[config.mk]
export PLATFORM = sky130hd
export DESIGN_NAME = multicycle_control_flat
export DESIGN_NICKNAME = d
export VERILOG_FILES = /design/src/rtl/multicycle_control_pkg.sv /design/src/rtl/multicycle_control_if.sv /design/src/rtl/multicycle_control.sv /design/src/flat_wrapper.sv
export SDC_FILE = /design/constraint.sdc
export NUM_CORES = 1
export LEC_CHECK = 0
export BUFFER_PORTS_ARGS = -buffer_cell sky130_fd_sc_hd__buf_2
export CORE_MARGIN = 10
export CORE_UTILIZATION = 45
export CTS_BUF_LIST = sky130_fd_sc_hd__clkbuf_4 sky130_fd_sc_hd__clkbuf_8
export CTS_CLUSTER_DIAMETER = 60
export DETAILED_ROUTE_END_ITERATION = 10
export PLACE_DENSITY = 0.73
export SYNTH_ARGS = -nofsm -noshare
export SYNTH_HDL_FRONTEND = slang
export SYNTH_SLANG_ARGS = --single-unit
[constraint.sdc]
create_clock -name clk -period 2.2 [get_ports clk]
set_clock_uncertainty 0.15 [all_clocks]
set_input_delay 0.22 -clock clk [delete_from_list [all_inputs] [get_ports clk]]
set_output_delay 0.22 -clock clk [all_outputs]
set_load 0.01 [all_outputs]
[src/rtl/multicycle_control_pkg.sv]
// Shared encodings for the multi-cycle MIPS control unit: opcodes, FSM state
// codes and the datapath mux/ALU select encodings.
package mc_ctrl_pkg;

  localparam logic [5:0] OP_R    = 6'b000000;
  localparam logic [5:0] OP_LW   = 6'b100011;
  localparam logic [5:0] OP_SW   = 6'b101011;
  localparam logic [5:0] OP_BEQ  = 6'b000100;
  localparam logic [5:0] OP_ADDI = 6'b001000;
  localparam logic [5:0] OP_J    = 6'b000010;

  localparam logic [3:0] S_FETCH  = 4'd0;
  localparam logic [3:0] S_DECODE = 4'd1;
  localparam logic [3:0] S_MEMADR = 4'd2;
  localparam logic [3:0] S_MEMRD  = 4'd3;
  localparam logic [3:0] S_MEMWB  = 4'd4;
  localparam logic [3:0] S_MEMWR  = 4'd5;
  localparam logic [3:0] S_EXEC   = 4'd6;
  localparam logic [3:0] S_RWB    = 4'd7;
  localparam logic [3:0] S_BRANCH = 4'd8;
  localparam logic [3:0] S_ADDIEX = 4'd9;
  localparam logic [3:0] S_ADDIWB = 4'd10;
  localparam logic [3:0] S_JUMP   = 4'd11;

  typedef enum logic [1:0] {
    ALU_ADD   = 2'b00,
    ALU_SUB   = 2'b01,
    ALU_FUNCT = 2'b10
  } aluop_e;

  typedef enum logic [1:0] {
    SRCB_B      = 2'b00,
    SRCB_FOUR   = 2'b01,
    SRCB_IMM    = 2'b10,
    SRCB_IMM_SH = 2'b11
  } alusrcb_e;

  typedef enum logic [1:0] {
    PCSRC_ALU    = 2'b00,
    PCSRC_ALUOUT = 2'b01,
    PCSRC_JUMP   = 2'b10
  } pcsource_e;

  function automatic logic op_is_legal(input logic [5:0] op);
    return (op == OP_R) || (op == OP_LW) || (op == OP_SW) ||
           (op == OP_BEQ) || (op == OP_ADDI) || (op == OP_J);
  endfunction

endpackage

[src/rtl/multicycle_control_if.sv]
// Bundle between the control FSM and the datapath/memory: opcode and memory
// handshake in, all datapath control and status out.
interface multicycle_control_if #(
  parameter int OPW  = 6,
  parameter int CNTW = 16
) ();
  logic [OPW-1:0]  opcode;
  logic            mem_ready;
  logic            pcwrite;
  logic            pcwritecond;
  logic            iord;
  logic            memread;
  logic            memwrite;
  logic            irwrite;
  logic            memtoreg;
  logic            regdst;
  logic            regwrite;
  logic            alusrca;
  logic [1:0]      alusrcb;
  logic [1:0]      aluop;
  logic [1:0]      pcsource;
  logic            illegal;
  logic            instr_done;
  logic [CNTW-1:0] retired;
  logic [3:0]      state;

  modport master (
    output opcode, mem_ready,
    input  pcwrite, pcwritecond, iord, memread, memwrite, irwrite, memtoreg,
           regdst, regwrite, alusrca, alusrcb, aluop, pcsource, illegal,
           instr_done, retired, state
  );

  modport slave (
    input  opcode, mem_ready,
    output pcwrite, pcwritecond, iord, memread, memwrite, irwrite, memtoreg,
           regdst, regwrite, alusrca, alusrcb, aluop, pcsource, illegal,
           instr_done, retired, state
  );
endinterface

[src/rtl/multicycle_control.sv]
// Multi-cycle MIPS control FSM with memory wait states, illegal-opcode
// detection and a wrapping retired-instruction counter.
//
// state      | meaning
// FETCH  (0) | read instruction at PC, PC+4; waits on memory
// DECODE (1) | register read, branch target; dispatch on opcode
// MEMADR (2) | effective address for LW/SW
// MEMRD  (3) | data read; waits on memory
// MEMWB  (4) | load result to rt
// MEMWR  (5) | data write; waits on memory
// EXEC   (6) | R-type ALU operation
// RWB    (7) | R-type result to rd
// BRANCH (8) | BEQ compare and conditional PC load
// ADDIEX (9) | ADDI ALU operation
// ADDIWB(10) | ADDI result to rt
// JUMP  (11) | PC load with jump target
module multicycle_control
  import mc_ctrl_pkg::*;
#(
  parameter int OPW         = 6,
  parameter int MEM_WAIT_EN = 1,
  parameter int CNTW        = 16
) (
  input  logic                clk,
  input  logic                reset,
  multicycle_control_if.slave bus
);

  logic [3:0]      state_q, state_d;
  logic [CNTW-1:0] retired_q;
  logic [5:0]      op;
  logic            ready;

  assign op          = bus.opcode[5:0];
  assign ready       = (MEM_WAIT_EN == 0) ? 1'b1 : bus.mem_ready;
  assign bus.state   = state_q;
  assign bus.retired = retired_q;

  // State register; reset restarts at FETCH.
  always_ff @(posedge clk) begin
    if (reset) state_q <= S_FETCH;
    else       state_q <= state_d;
  end

  // Next-state selection.
  always_comb begin
    state_d = state_q;
    case (state_q)
      S_FETCH:  if (ready) state_d = S_DECODE;
      S_DECODE: begin
        case (op)
          OP_LW, OP_SW: state_d = S_MEMADR;
          OP_R:         state_d = S_EXEC;
          OP_BEQ:       state_d = S_BRANCH;
          OP_ADDI:      state_d = S_ADDIEX;
          OP_J:         state_d = S_JUMP;
          default:      state_d = S_FETCH;
        endcase
      end
      S_MEMADR: state_d = (op == OP_SW) ? S_MEMWR : S_MEMRD;
      S_MEMRD:  if (ready) state_d = S_MEMWB;
      S_MEMWR:  if (ready) state_d = S_FETCH;
      S_EXEC:   state_d = S_RWB;
      S_ADDIEX: state_d = S_ADDIWB;
      default:  state_d = S_FETCH;
    endcase
  end

  // Per-state datapath control; commit strobes are gated off during reset.
  always_comb begin
    bus.pcwrite     = 1'b0;
    bus.pcwritecond = 1'b0;
    bus.iord        = 1'b0;
    bus.memread     = 1'b0;
    bus.memwrite    = 1'b0;
    bus.irwrite     = 1'b0;
    bus.memtoreg    = 1'b0;
    bus.regdst      = 1'b0;
    bus.regwrite    = 1'b0;
    bus.alusrca     = 1'b0;
    bus.alusrcb     = SRCB_B;
    bus.aluop       = ALU_ADD;
    bus.pcsource    = PCSRC_ALU;
    bus.illegal     = 1'b0;
    bus.instr_done  = 1'b0;
    case (state_q)
      S_FETCH: begin
        bus.memread = 1'b1;
        bus.alusrcb = SRCB_FOUR;
        bus.pcwrite = ready;
        bus.irwrite = ready;
      end
      S_DECODE: begin
        bus.alusrcb = SRCB_IMM_SH;
        bus.illegal = !op_is_legal(op);
      end
      S_MEMADR, S_ADDIEX: begin
        bus.alusrca = 1'b1;
        bus.alusrcb = SRCB_IMM;
      end
      S_MEMRD: begin
        bus.memread = 1'b1;
        bus.iord    = 1'b1;
      end
      S_MEMWR: begin
        bus.memwrite   = 1'b1;
        bus.iord       = 1'b1;
        bus.instr_done = ready;
      end
      S_MEMWB: begin
        bus.memtoreg   = 1'b1;
        bus.regwrite   = 1'b1;
        bus.instr_done = 1'b1;
      end
      S_EXEC: begin
        bus.alusrca = 1'b1;
        bus.aluop   = ALU_FUNCT;
      end
      S_RWB: begin
        bus.regdst     = 1'b1;
        bus.regwrite   = 1'b1;
        bus.instr_done = 1'b1;
      end
      S_BRANCH: begin
        bus.alusrca     = 1'b1;
        bus.aluop       = ALU_SUB;
        bus.pcwritecond = 1'b1;
        bus.pcsource    = PCSRC_ALUOUT;
        bus.instr_done  = 1'b1;
      end
      S_ADDIWB: begin
        bus.regwrite   = 1'b1;
        bus.instr_done = 1'b1;
      end
      S_JUMP: begin
        bus.pcwrite    = 1'b1;
        bus.pcsource   = PCSRC_JUMP;
        bus.instr_done = 1'b1;
      end
      default: ;
    endcase
    if (reset) begin
      bus.pcwrite     = 1'b0;
      bus.irwrite     = 1'b0;
      bus.regwrite    = 1'b0;
      bus.memwrite    = 1'b0;
      bus.pcwritecond = 1'b0;
      bus.illegal     = 1'b0;
      bus.instr_done  = 1'b0;
    end
  end

  // Retired-instruction counter, wraps naturally at 2^CNTW.
  always_ff @(posedge clk) begin
    if (reset)               retired_q <= '0;
    else if (bus.instr_done) retired_q <= retired_q + 1'b1;
  end

endmodule

[src/flat_wrapper.sv]
// flat-port wrapper written by rule: the top's interface ports become plain ports
module multicycle_control_flat import mc_ctrl_pkg::*;
#(
  parameter int OPW         = 6,
  parameter int MEM_WAIT_EN = 1,
  parameter int CNTW        = 16
)
  (clk, reset, bus_opcode, bus_mem_ready, bus_pcwrite, bus_pcwritecond, bus_iord, bus_memread, bus_memwrite, bus_irwrite, bus_memtoreg, bus_regdst, bus_regwrite, bus_alusrca, bus_alusrcb, bus_aluop, bus_pcsource, bus_illegal, bus_instr_done, bus_retired, bus_state);
  multicycle_control_if #(.OPW(OPW), .CNTW(CNTW)) bus_i ();
  input  logic clk;
  input  logic reset;
  input wire logic [$bits(bus_i.opcode)-1:0] bus_opcode;
  input wire logic [$bits(bus_i.mem_ready)-1:0] bus_mem_ready;
  output wire logic [$bits(bus_i.pcwrite)-1:0] bus_pcwrite;
  output wire logic [$bits(bus_i.pcwritecond)-1:0] bus_pcwritecond;
  output wire logic [$bits(bus_i.iord)-1:0] bus_iord;
  output wire logic [$bits(bus_i.memread)-1:0] bus_memread;
  output wire logic [$bits(bus_i.memwrite)-1:0] bus_memwrite;
  output wire logic [$bits(bus_i.irwrite)-1:0] bus_irwrite;
  output wire logic [$bits(bus_i.memtoreg)-1:0] bus_memtoreg;
  output wire logic [$bits(bus_i.regdst)-1:0] bus_regdst;
  output wire logic [$bits(bus_i.regwrite)-1:0] bus_regwrite;
  output wire logic [$bits(bus_i.alusrca)-1:0] bus_alusrca;
  output wire logic [$bits(bus_i.alusrcb)-1:0] bus_alusrcb;
  output wire logic [$bits(bus_i.aluop)-1:0] bus_aluop;
  output wire logic [$bits(bus_i.pcsource)-1:0] bus_pcsource;
  output wire logic [$bits(bus_i.illegal)-1:0] bus_illegal;
  output wire logic [$bits(bus_i.instr_done)-1:0] bus_instr_done;
  output wire logic [$bits(bus_i.retired)-1:0] bus_retired;
  output wire logic [$bits(bus_i.state)-1:0] bus_state;
  assign bus_i.opcode = bus_opcode;
  assign bus_i.mem_ready = bus_mem_ready;
  assign bus_pcwrite = bus_i.pcwrite;
  assign bus_pcwritecond = bus_i.pcwritecond;
  assign bus_iord = bus_i.iord;
  assign bus_memread = bus_i.memread;
  assign bus_memwrite = bus_i.memwrite;
  assign bus_irwrite = bus_i.irwrite;
  assign bus_memtoreg = bus_i.memtoreg;
  assign bus_regdst = bus_i.regdst;
  assign bus_regwrite = bus_i.regwrite;
  assign bus_alusrca = bus_i.alusrca;
  assign bus_alusrcb = bus_i.alusrcb;
  assign bus_aluop = bus_i.aluop;
  assign bus_pcsource = bus_i.pcsource;
  assign bus_illegal = bus_i.illegal;
  assign bus_instr_done = bus_i.instr_done;
  assign bus_retired = bus_i.retired;
  assign bus_state = bus_i.state;
  multicycle_control #(.OPW(OPW), .MEM_WAIT_EN(MEM_WAIT_EN), .CNTW(CNTW)) u_core (.clk(clk), .reset(reset), .bus(bus_i));
endmodule
# After elaboration in Yosys (flattened, before gate mapping)
# Index checks and enable logic that the tools add are counted.
[totals] ff_bits=20 output_inout_bits=38 input_bits=9 wordCells=66
[op_classes] n_eq_ne=19 reduce_logical=16 n_mux=28 add_sub_neg=1
[op_table] operator="$pmux W4 S7" count=1
[op_table] operator="$pmux W4 S5" count=1
[op_table] operator="$mux W1" count=17
[op_table] operator="$add A16 B1 Y16 const B" count=1
[op_table] operator="$eq A4 B3 Y1 const B" count=4
[op_table] operator="$eq A4 B4 Y1 const B" count=4
[op_table] operator="$eq A6 B6 Y1 const B" count=2
[op_table] operator="$mux W4" count=3
[op_table] operator="$eq A4 B2 Y1 const B" count=2
[op_table] operator="$pmux W2 S2" count=2
[op_table] operator="$reduce_or A2 Y1" count=4
[op_table] operator="$eq A6 B2 Y1 const B" count=1
[op_table] operator="$eq A6 B3 Y1 const B" count=1
[op_table] operator="$eq A6 B4 Y1 const B" count=1
[op_table] operator="$logic_not A6 Y1" count=1
[op_table] operator="$ne A2 B2 Y1 const B" count=3
[op_table] operator="$pmux W2 S3" count=1
[op_table] operator="$logic_or A1 B1 Y1" count=5
[op_table] operator="$reduce_or A5 Y1" count=1
[op_table] operator="$eq A4 B1 Y1 const B" count=1
[op_table] operator="$logic_not A4 Y1" count=1
[op_table] operator="$pmux W1 S2" count=2
[op_table] operator="$reduce_or A4 Y1" count=1
[op_table] operator="$mux W3" count=1
[op_table] operator="other kinds (3)" count=3

# Longest topological paths before layout
[depth] ltp_word=9 mapped_depth=7 ltp_nobuf=5

# Worst setup path after synthesis
# Ideal clock, no wire load.
[synth_path] kind="register to register" startpoint="reg u_core.state_q[0], in the netlist u_core.bus.state[0]" endpoint="reg u_core.retired_q[7], in the netlist u_core.bus.retired[7]" t_required_ps=1980 synth_period_minus_slack_ps=1903 path_stages_with_launch=8 t_arrival_ps=1682 path_slack_ps=297 setup_ps=70 n_path_buf=2 path_cell_list="dfxtp_1 > buf_6 > nor2b_4 > o22ai_2 > nand4_2 > buf_6 > or4_1 > a21oi_1"
[synth_between] elab_chain_len=4 word_cells_on_any_way=9 classes_between="eq/ne (6); mux (2); reduce/logical (1)"
[synth_rtl] item="start, declared" line_no="multicycle_control.sv:29" text="logic [3:0] state_q, state_d;"
[synth_rtl] item="start signal, assigned" line_no="multicycle_control.sv:42" text="else state_q <= state_d;"
[synth_rtl] item="$eq A4 B3 Y1 or $eq A4 B4 Y1 (tied branches)" line_no="multicycle_control.sv:86" text="case (state_q)"
[synth_rtl] item="$reduce_or A5 Y1 (no line)"
[synth_rtl] item="$pmux W1 S2 *" line_no="multicycle_control.sv:86"
[synth_rtl] item="$mux W1 *" line_no="multicycle_control.sv:142" text="if (reset) begin"
[synth_rtl] item="end signal, assigned" line_no="multicycle_control.sv:156" text="else if (bus.instr_done) retired_q <= retired_q + 1'b1;"
[synth_rtl] item="end, declared" line_no="multicycle_control.sv:30" text="logic [CNTW-1:0] retired_q;"
# Mark *: on every way between the ends. The rest lies on a longest branch, timed or not.
# A chain may end at the register's enable or synchronous reset.

# Worst setup path after layout
[layout_path] startpoint="reg u_core.state_q[3], in the netlist u_core.bus.state[3]" endpoint="out bus_pcwrite"
[layout_between] elab_chain_len=3 word_cells_on_any_way=4 classes_between="eq/ne (1); mux (2); reduce/logical (1)"
[layout_rtl] item="$eq A4 B4 Y1 or $logic_not A4 Y1 (tied branches)" line_no="multicycle_control.sv:86"
[layout_rtl] item="$pmux W1 S2 *" line_no="multicycle_control.sv:86"
[layout_rtl] item="$mux W1 *" line_no="multicycle_control.sv:142"
[layout_rtl] item="end, declared" line_no="flat_wrapper.sv:14" text="output wire logic [$bits(bus_i.pcwrite)-1:0] bus_pcwrite;"
# Marks and branches as above.

==> run summary <==
status -> complete, no violations
Setup-failing EPs final -> 0
DP Area -> 0.001563 sq mm
most frequent cells in the layout -> 46 x buf_2, 21 x nor2_1, 17 x dfxtp_1
HP Class -> input pin to flop
Worst EP required -> 1830 ps
Seq pwr share -> 48.8%
combinational share of power -> 10.7%
CP endpoint kind -> primary output
CP Launch Type -> flop
Yosys top cell by area -> dfxtp_1
core area -> 0.002805 sq mm
Reg clk slew, reported paths -> 120 ps
Async SR Flop Fraction -> 0%
Pint -> 0.5805 mW
vias in the first global route -> 1430
I/O Buffers -> 46
worst-path fanout max -> 10
gpl congestion -> 0.8679
Ys Warns -> 0
final worst path period share -> 95.86%
die area -> 0.005545 sq mm
#FFs+latches synth -> 20
RSZ-0062 raised after global routing -> false
WS Path Type -> flop to primary output
WP depth -> 5
post-CTS setup buffers -> 0
Diodes inserted -> 0
Iter 0 DRT Violations -> 97
DRT Pass-1 Iters -> 4
Data arrival, critical path -> 1740 ps
Num CTS Buffers -> 3
# clock sinks -> 20
ys flop type -> dfxtp_1
Net Sw Frac -> 22.79%
Synth top area share -> 29.99%
CTS tree -> built
setup_tns -> 0 ps
synthesized area -> 0.001335 sq mm
CP bufs+invs -> 2
WL/cell -> 15.50 microns
switching power -> 0.1714 mW
R2R cell count -> 5
CTS max path bufs -> 2
EDFF count, synth -> 0
Slew Viols, Final -> 0
Routed WL -> 3.859 mm
initial cell density of the core -> 47.59%
CP max stage cell -> dfxtp_2
DR vias/cell -> 5.775
cts hold-fix bufs -> 0
GRT Total Usage -> 14.15%
top post-synthesis cells by area -> dfxtp_1 30%, nor2_1 5.9%, a21oi_1 4.9%
critical-path cell list -> buf_4 -> or2_2 -> nand2b_1 -> a211oi_2 -> buf_2
clock share of power -> 40.5%
Synth cell types -> 44
Slew HR -> 71.02%
Syn Area/Cell -> 7.629 sq um
clock period minus worst slack -> 2109 ps
Finished Cell Area -> 0.001628 sq mm
Final Core Density -> 58.03%
fin nets -> 229
post_cts resized -> 0
hold path depth -> 2
Die Height -> 74.47 microns
GRT overflow -> 0
final routed DRC violation total -> 0
area grow syn2layout -> 21.93%
CP peak stage delay -> 380 ps
number of instances in the synthesized netlist -> 175
Peak supply drop -> 0.2649 mV
Net Count, Synth -> 185
initial antenna violation count -> 0
crit-path leading delay family -> simple AND/OR/NAND/NOR gates
layout cell share with drive strength beyond 1 -> 29.82%
final hold vios -> 0
FP Rows -> 19
boundary pin count -> 47
Max-Cap Viols -> 0
via count -> 1438
Seq/Total Area, Yosys -> 29.99%
P per Cell Area -> 461.9 mW/mm^2
post-route ant nets -> 0
fmax -> 474.2 MHz
first-pass GRT wire length -> 6.499 mm
chip width -> 74.47 microns
most common cell after layout, fill and taps aside -> buf_2
pin count of the biggest net entering global routing -> 18
clock latency on the worst-skew pair -> 300 ps
post-DP HPWL -> 3.006 mm
static leakage -> 0.6728 nW
H-tree depth -> 1
Root Driver -> clkbuf_4
Worst-Margin Slew -> 433.7 ps
## state kept, by name, summed over array words and instances, names as in the netlist
signal	flops
u_core.bus.retired	16
u_core.bus.state	4
## stage by stage
stage | power, mW | std cells | hold WS, ps | setup slack [ps]
after floorplan | 0.4232 | 175 | 280.7 | 297.2
after global placement | 0.4499 | 245 | 311.8 | 276.0
after detailed placement | 0.4525 | 245 | 321.3 | 198.7
after CTS | 0.7507 | 249 | 86.55 | 18.76
after global routing | 0.7804 | 249 | 96.42 | 8.653
final | 0.7519 | 249 | 102.0 | 91.13
## Yosys cell counts (all sizes together) (2+ instances only)
master and n:
clkbuf 7, a21oi 13, nand4 4, nand2b 6, o21ai 11, o22ai 2
xnor2 7, nor2b 4, dfxtp 20, or3 5, nand3 9, nor4 3
a2111oi 3, or2b 2, o31ai 5, nor3 9, inv 6, a21o 2
buf 5, nor2 21, nand2 10, or4 5
## logic make-up after synthesis
| logic type | count (synthesis) | share of synthesized area [%] |
|---|---|---|
| and+or+nand+nor | 84 | 34.77 |
| DFF | 20 | 29.99 |
| muxes | 1 | 0.7498 |
| buffers and inverters | 18 | 7.592 |
| adders and majority gates | 1 | 0.9371 |
| xor gates and xnor gates | 8 | 5.249 |
| AOI/OAI and AO/OA | 43 | 20.71 |
## area by class of cell
| type | instances | area, sq um |
|---|---|---|
| Inverter | 6 | 22.52 |
| Fill cell | 274 | 1177 |
| Multi-Input combinational cell | 137 | 838.3 |
| Tap cell | 31 | 38.79 |
| Timing Repair Buffer | 51 | 271.5 |
| Clock inverter | 1 | 30.03 |
| Clock buffer | 3 | 22.52 |
| Sequential cell | 20 | 404.1 |
## layer usage
metal	vias to the layer above	global-route usage, %	routed length, microns	part of all wire (%)
li1	719	-	-	-
met1	678	17.07	1708	44
met2	37	23.73	1846	48
met3	4	3.989	263	6.8
met4	0	4.412	40	1.0
met5	-	0	0	0
## power groups by stage
stage / Clock (mW) / Combinational, mW / Sequential [mW]
2_1_floorplan: 0 / 0.0489 / 0.374
3_3_place_gp: 0 / 0.0756 / 0.374
3_5_place_dp: 0 / 0.0780 / 0.374
4_1_cts: 0.306 / 0.0782 / 0.366
5_1_grt: 0.325 / 0.0882 / 0.368
6_report: 0.305 / 0.0803 / 0.367
## final timing paths
path                            slack, ps                    from                     end
worst max-delay path                   90     u_core.bus.state[3]             bus_pcwrite
worst min-delay path                  100                   reset   u_core.bus.retired[2]
worst max register to register        230     u_core.bus.state[3]  u_core.bus.retired[12]
worst min register to register        330  u_core.bus.retired[15]  u_core.bus.retired[15]
(Power assumes the default switching activity.)
